<file path="src/rtl/mem_port_arbiter.sv">
// rtl/mem_port_arbiter.sv - two-requester memory port arbiter with in-order response routing
//
// Shares one req/gnt/rvalid memory port between instruction fetch and the LSU.
// Data requests have priority. A starvation counter forces a fetch grant after
// STARVE_LIMIT consecutive data grants while fetch waits. An owner FIFO records
// which side issued each outstanding access so in-order responses are routed back.
//
// Ports:
//   clk_i, rst_n_i                    clock, asynchronous active-low reset
//   instr_req_i/addr_i, instr_gnt_o   fetch request side
//   instr_rvalid_o/rdata_o            fetch response
//   data_req_i/addr_i/we_i/be_i/wdata_i, data_gnt_o   LSU request side
//   data_rvalid_o/rdata_o             LSU response
//   mem_req_o/addr_o/we_o/be_o/wdata_o, mem_gnt_i     memory request side
//   mem_rvalid_i/rdata_i              memory response (issue order)
//   busy_o                            transactions outstanding
//   resp_err_o                        sticky: response with nothing outstanding
module mem_port_arbiter #(
  parameter int MAX_OUTSTANDING = 2,
  parameter int STARVE_LIMIT    = 4,
  parameter int ADDR_WIDTH      = 32,
  parameter int DATA_WIDTH      = 32
) (
  input  logic                    clk_i,
  input  logic                    rst_n_i,
  input  logic                    instr_req_i,
  input  logic [ADDR_WIDTH-1:0]   instr_addr_i,
  output logic                    instr_gnt_o,
  output logic                    instr_rvalid_o,
  output logic [DATA_WIDTH-1:0]   instr_rdata_o,
  input  logic                    data_req_i,
  input  logic [ADDR_WIDTH-1:0]   data_addr_i,
  input  logic                    data_we_i,
  input  logic [DATA_WIDTH/8-1:0] data_be_i,
  input  logic [DATA_WIDTH-1:0]   data_wdata_i,
  output logic                    data_gnt_o,
  output logic                    data_rvalid_o,
  output logic [DATA_WIDTH-1:0]   data_rdata_o,
  output logic                    mem_req_o,
  output logic [ADDR_WIDTH-1:0]   mem_addr_o,
  output logic                    mem_we_o,
  output logic [DATA_WIDTH/8-1:0] mem_be_o,
  output logic [DATA_WIDTH-1:0]   mem_wdata_o,
  input  logic                    mem_gnt_i,
  input  logic                    mem_rvalid_i,
  input  logic [DATA_WIDTH-1:0]   mem_rdata_i,
  output logic                    busy_o,
  output logic                    resp_err_o
);

  localparam int CW = $clog2(MAX_OUTSTANDING + 1);
  localparam int PW = (MAX_OUTSTANDING > 1) ? $clog2(MAX_OUTSTANDING) : 1;
  localparam int SW = $clog2(STARVE_LIMIT + 1);
  localparam int BW = DATA_WIDTH / 8;

  localparam logic [CW-1:0] CNT_MAX    = CW'(MAX_OUTSTANDING);
  localparam logic [SW-1:0] STARVE_MAX = SW'(STARVE_LIMIT);
  localparam logic [PW-1:0] PTR_LAST   = PW'(MAX_OUTSTANDING - 1);

  // Lock state: which side (if any) holds the port after an ungranted request.
  typedef enum logic [1:0] {
    ST_FREE       = 2'd0,
    ST_LOCK_INSTR = 2'd1,
    ST_LOCK_DATA  = 2'd2
  } lock_state_e;

  lock_state_e state_q, state_d;

  logic [MAX_OUTSTANDING-1:0] owner_q;
  logic [PW-1:0]              wr_ptr_q, rd_ptr_q;
  logic [CW-1:0]              count_q;
  logic [SW-1:0]              starve_cnt_q;
  logic                       resp_err_q;

  logic sel_instr, sel_data;
  logic starved, issue_ok;
  logic push, pop, head;

  function automatic logic [PW-1:0] ptr_next(input logic [PW-1:0] p);
    return (p == PTR_LAST) ? '0 : p + PW'(1);
  endfunction

  assign starved  = (starve_cnt_q == STARVE_MAX);
  // Full check uses the registered count, so a pop never bypasses into issue.
  assign issue_ok = (count_q != CNT_MAX);

  // State register
  always_ff @(posedge clk_i or negedge rst_n_i) begin
    if (!rst_n_i) begin
      state_q <= ST_FREE;
    end else begin
      state_q <= state_d;
    end
  end

  // Next-state: an issued but ungranted request pins the selection until grant.
  always_comb begin
    state_d = ST_FREE;
    if (mem_req_o && !mem_gnt_i) begin
      state_d = sel_data ? ST_LOCK_DATA : ST_LOCK_INSTR;
    end
  end

  // Outputs: selection, request mux and grants
  always_comb begin
    sel_instr = 1'b0;
    sel_data  = 1'b0;
    case (state_q)
      ST_LOCK_INSTR: sel_instr = 1'b1;
      ST_LOCK_DATA:  sel_data  = 1'b1;
      default: begin
        sel_data  = data_req_i && !starved;
        sel_instr = instr_req_i && (starved || !data_req_i);
      end
    endcase

    mem_req_o   = issue_ok && (sel_instr || sel_data);
    instr_gnt_o = mem_req_o && sel_instr && mem_gnt_i;
    data_gnt_o  = mem_req_o && sel_data && mem_gnt_i;

    mem_addr_o  = sel_data ? data_addr_i : instr_addr_i;
    mem_we_o    = sel_data && data_we_i;
    mem_be_o    = sel_data ? data_be_i : {BW{1'b0}};
    mem_wdata_o = sel_data ? data_wdata_i : {DATA_WIDTH{1'b0}};
  end

  // Owner FIFO: 0 = instr, 1 = data
  assign push = instr_gnt_o || data_gnt_o;
  assign pop  = mem_rvalid_i && (count_q != '0);
  assign head = owner_q[rd_ptr_q];

  assign instr_rvalid_o = pop && !head;
  assign data_rvalid_o  = pop && head;
  assign instr_rdata_o  = mem_rdata_i;
  assign data_rdata_o   = mem_rdata_i;
  assign busy_o         = (count_q != '0);
  assign resp_err_o     = resp_err_q;

  always_ff @(posedge clk_i or negedge rst_n_i) begin
    if (!rst_n_i) begin
      owner_q    <= '0;
      wr_ptr_q   <= '0;
      rd_ptr_q   <= '0;
      count_q    <= '0;
      resp_err_q <= 1'b0;
    end else begin
      if (push) begin
        owner_q[wr_ptr_q] <= data_gnt_o;
        wr_ptr_q          <= ptr_next(wr_ptr_q);
      end
      if (pop) begin
        rd_ptr_q <= ptr_next(rd_ptr_q);
      end
      case ({push, pop})
        2'b10:   count_q <= count_q + CW'(1);
        2'b01:   count_q <= count_q - CW'(1);
        default: count_q <= count_q;
      endcase
      if (mem_rvalid_i && (count_q == '0)) begin
        resp_err_q <= 1'b1;
      end
    end
  end

  // Starvation counter: counts data wins while fetch is waiting.
  always_ff @(posedge clk_i or negedge rst_n_i) begin
    if (!rst_n_i) begin
      starve_cnt_q <= '0;
    end else if (!instr_req_i || instr_gnt_o) begin
      starve_cnt_q <= '0;
    end else if (data_gnt_o && !starved) begin
      starve_cnt_q <= starve_cnt_q + SW'(1);
    end
  end

endmodule
</file>
<file path="config.mk">
export PLATFORM = sky130hd
export DESIGN_NAME = mem_port_arbiter
export DESIGN_NICKNAME = d
export VERILOG_FILES = /design/src/rtl/mem_port_arbiter.sv
export SDC_FILE = /design/constraint.sdc
export NUM_CORES = 1
export LEC_CHECK = 0
export ABC_AREA = 1
export ABC_CLOCK_PERIOD_IN_PS = 5850
export BUFFER_PORTS_ARGS = -buffer_cell sky130_fd_sc_hd__buf_2
export CAP_MARGIN = 20
export CORE_AREA = 2 2 108 110
export CTS_CLUSTER_DIAMETER = 80
export DETAILED_ROUTE_END_ITERATION = 6
export DIE_AREA = 0 0 110 112
export SYNTH_ARGS = -nofsm -noshare
export SYNTH_HDL_FRONTEND = slang
export SYNTH_SLANG_ARGS = --single-unit
</file>
<file path="constraint.sdc">
create_clock -name clk_i -period 5.85 [get_ports clk_i]
set_clock_uncertainty 0.2 [all_clocks]
set_input_delay 0.8775 -clock clk_i [delete_from_list [all_inputs] [get_ports clk_i]]
set_output_delay 0.8775 -clock clk_i [all_outputs]
set_load 0.03 [all_outputs]
</file>
==> impl_metrics.py <==
metrics = {
    "floorplanning": {
        "core_area_mm2": 0.0112,
        "num_rows": 39,
        "die_area_mm2": 0.0123,
        "die_width_um": 110,
        "design.portCount": 279,
        "die_h_um": 112,
        "floorplan.initialDensity": 0.170,
    },
    "route": {
        "wl_per_cell_um": 11.4,
        "vias_per_cell": 3.67,
        "drt_iter0_markers": 85,
        "drt_drc_violations_left": 0,
        "finalWirelength_mm": 6.69,
        "route.vias.total": 2153,
        "drt-pass1-iter-count": 4,
        "ant_nets": 0,
    },
    "cts": {
        "cts_inserted_buffers": 3,
        "worst_setup_hold_path_clk_slew_ns": 0.04,
        "clk_root_buffer_cell": "sky130_fd_sc_hd__clkbuf_16",
        "post_cts_setup_buffers": 0,
        "insertion_delay_ns": 0.24,
        "tritoncts_num_sinks": 12,
        "post_cts.resized_instances": 0,
        "cts-htree-levels": 1,
        "clockBufferDepth": 2,
        "holdBufCountCts": 0,
        "cts_tree": "built",
    },
    "power_and_ir_drop": {
        "cellPowerDensity_mw_per_mm2": 456,
        "vdd.ir_drop.worst_mv": 0.235,
        "design_power_total_mw": 1.15,
        "p_leak_nw": 1.77,
    },
    "finish": {
        "final_net_count": 589,
        "antennaDiodeCount": 0,
        "area.growth.synth_to_final_pct": 32.9,
        "fraction_of_final_layout_cells_with_drive_strength_greater_than_1": 0.440,
        "utilization": 0.226,
        "final_design_area_no_fill_mm2": 0.00252,
    },
    "worst_setup_path": {
        "worst_setup_path_category": "flop to output pin",
        "critical_path.max_fanout": 72,
        "worst_setup_path_end_kind": "output pin",
        "worst_r2r_startpoint": "state_q[0]",
        "worst_ep_arrival_time_ns": 2.77,
        "crit_start": "state_q[0]",
        "worst_setup_path_start_kind": "flop",
        "worst-endpoint-required_ns": 4.77,
    },
    "logic_synthesis": {
        "synth_ff_type": "sky130_fd_sc_hd__dfrtp_1",
        "netlist_area_mm2": 0.00190,
        "number_of_warnings_reported_in_the_yosys_synthesis_log": 0,
        "ys_seq_elements": 12,
        "syn_nets": 476,
        "synthMostInstantiatedCell": "sky130_fd_sc_hd__nand2_1",
        "count_of_distinct_cell_types_in_the_synthesized_netlist": 24,
        "postSynth.asyncResetShare": 1.00,
        "yosysTopAreaCell": "sky130_fd_sc_hd__buf_4",
        "synth.yosys.seq_area_share": 0.158,
        "synth_top_cell_area_share": 0.269,
        "netlist_top_cells_area": "sky130_fd_sc_hd__buf_4, sky130_fd_sc_hd__nand2_1, sky130_fd_sc_hd__dfrtp_1",
        "synth.top_cells.by_count": "sky130_fd_sc_hd__nand2_1, sky130_fd_sc_hd__buf_4, sky130_fd_sc_hd__inv_1",
        "number_of_flops_mapped_to_enable_cells_by_yosys": 0,
        "synthesis.instances": 332,
        "synth.avg_cell_area_um2": 5.71,
    },
    "place": {
        "dpl_cell_area_mm2": 0.00245,
        "dp_hpwl_mm": 5.61,
        "port_buffers": 182,
        "gpl.final_weighted_congestion": 0.732,
    },
    "global_route": {
        "grt_first_pass_wirelength_mm": 9.22,
        "grt_pass1_vias": 1831,
        "overall_fraction_of_global_route_tracks_in_use": 0.0953,
        "maximum_number_of_pins_on_one_net_before_global_route_repair": 73,
        "grt_remaining_overflow": 0,
        "grt_antenna_before_repair": 0,
    },
    "sta": {
        "f_max_mhz": 260,
        "unrepaired_setup_endpoints_after_global_routing": "no",
        "worst_margin_pin_slew_ns": 0.763,
        "timing.setup.tns_ns": 0,
        "final_period_minus_worst_setup_slack_ns": 3.85,
        "post-route-period-util": 0.658,
        "timing.final.setup_violations": 0,
        "holdWs_ns": 0.268,
        "worst_case_headroom_to_the_max_slew_limit": 0.491,
        "finalHoldViolations": 0,
        "final-max-slew-violation-count": 0,
    },
    "hold_path": {
        "worstHoldStart": "resp_err_o",
        "hold_path_class": "flop to flop",
    },
    "outcome": {
        "run_status": "finished clean",
    },
    "run": {
        "maxCapViolations": 0,
    },
}
[report_power, final]
part / internal [mW] / switching [mW]
logic: 0.239 / 0.655
clock network: 0.0888 / 0.0332
registers: 0.111 / 0.0218
total: 0.439 / 0.710
[final timing paths]
| check | to | slack, ns | cells after the start |
|---|---|---|---|
| worst max register to register | state_q[1] | 3.19 | 7 |
| min in group asynchronous | owner_q[1] | 0.31 | 1 |
| max in group asynchronous | starve_cnt_q[2] | 4.92 | 1 |
| worst min-delay path | resp_err_o | 0.27 | 1 |
| worst min register to register | resp_err_o | 0.27 | 1 |
| worst max-delay path | mem_addr_o[25] | 2.00 | 8 |
[critical path, stage by stage (launching register included)]
cell,delay [ns]
sky130_fd_sc_hd__dfrtp_1,0.35
sky130_fd_sc_hd__inv_1,0.05
sky130_fd_sc_hd__ha_1,0.34
sky130_fd_sc_hd__or2_1,0.29
sky130_fd_sc_hd__nand2_4,0.55
sky130_fd_sc_hd__inv_2,0.45
sky130_fd_sc_hd__nand2_1,0.15
sky130_fd_sc_hd__nand2_1,0.09
sky130_fd_sc_hd__buf_2,0.19
[kinds of logic after synthesis]
logic type | after synthesis | synth area share
adders and majority gates | 5 | 0.0330
buffers and inverters | 131 | 0.398
and+or+nand+nor | 171 | 0.358
xor gates and xnor gates | 4 | 0.0185
AOI/OAI and AO/OA | 9 | 0.0343
DFF | 12 | 0.158
[final cells by class]
type / instances / area (um^2)
clock buffer: 3 / 75.1
fill: 1327 / 8650
inverter: 57 / 214
multi-input combinational: 189 / 842
sequential: 12 / 300
tap: 143 / 179
timing repair buffer: 182 / 911
[sequential cells by signal, indices dropped and copies added (netlist names)]
signal and count:
rd_ptr_q 1, owner_q 2, state_q 2, count_q 2, wr_ptr_q 1, resp_err_o 1
starve_cnt_q 3
[routing by layer]
layer | routed length (um) | up-vias | part of all wire | global-route usage
li1 | - | 1113 | - | -
met1 | 2770 | 865 | 0.41 | 0.117
met2 | 2830 | 142 | 0.42 | 0.146
met3 | 858 | 33 | 0.13 | 0.0392
met4 | 236 | 0 | 0.035 | 0.0405
met5 | 0 | - | 0 | 0
[cell usage in the layout (no fill, tap or decap), types with 2 or more instances in the layout]
cell type and n:
sky130_fd_sc_hd__inv_2 2, sky130_fd_sc_hd__xor2_1 3, sky130_fd_sc_hd__nand2_2 2, sky130_fd_sc_hd__dfrtp_1 12, sky130_fd_sc_hd__nand2_1 120, sky130_fd_sc_hd__o21ai_0 2, sky130_fd_sc_hd__inv_1 55, sky130_fd_sc_hd__a21oi_1 3
sky130_fd_sc_hd__buf_2 182, sky130_fd_sc_hd__clkbuf_16 3, sky130_fd_sc_hd__nand4_1 4, sky130_fd_sc_hd__ha_1 5, sky130_fd_sc_hd__nor2_1 39
[through the flow]
step	setup WS, ns	instances
after floorplan	2.93	332
after global placement	2.11	583
after detailed placement	2.11	583
after CTS	1.97	586
after global routing	1.76	586
final	2.00	586
No activity file was read; power rests on OpenSTA's default activity.
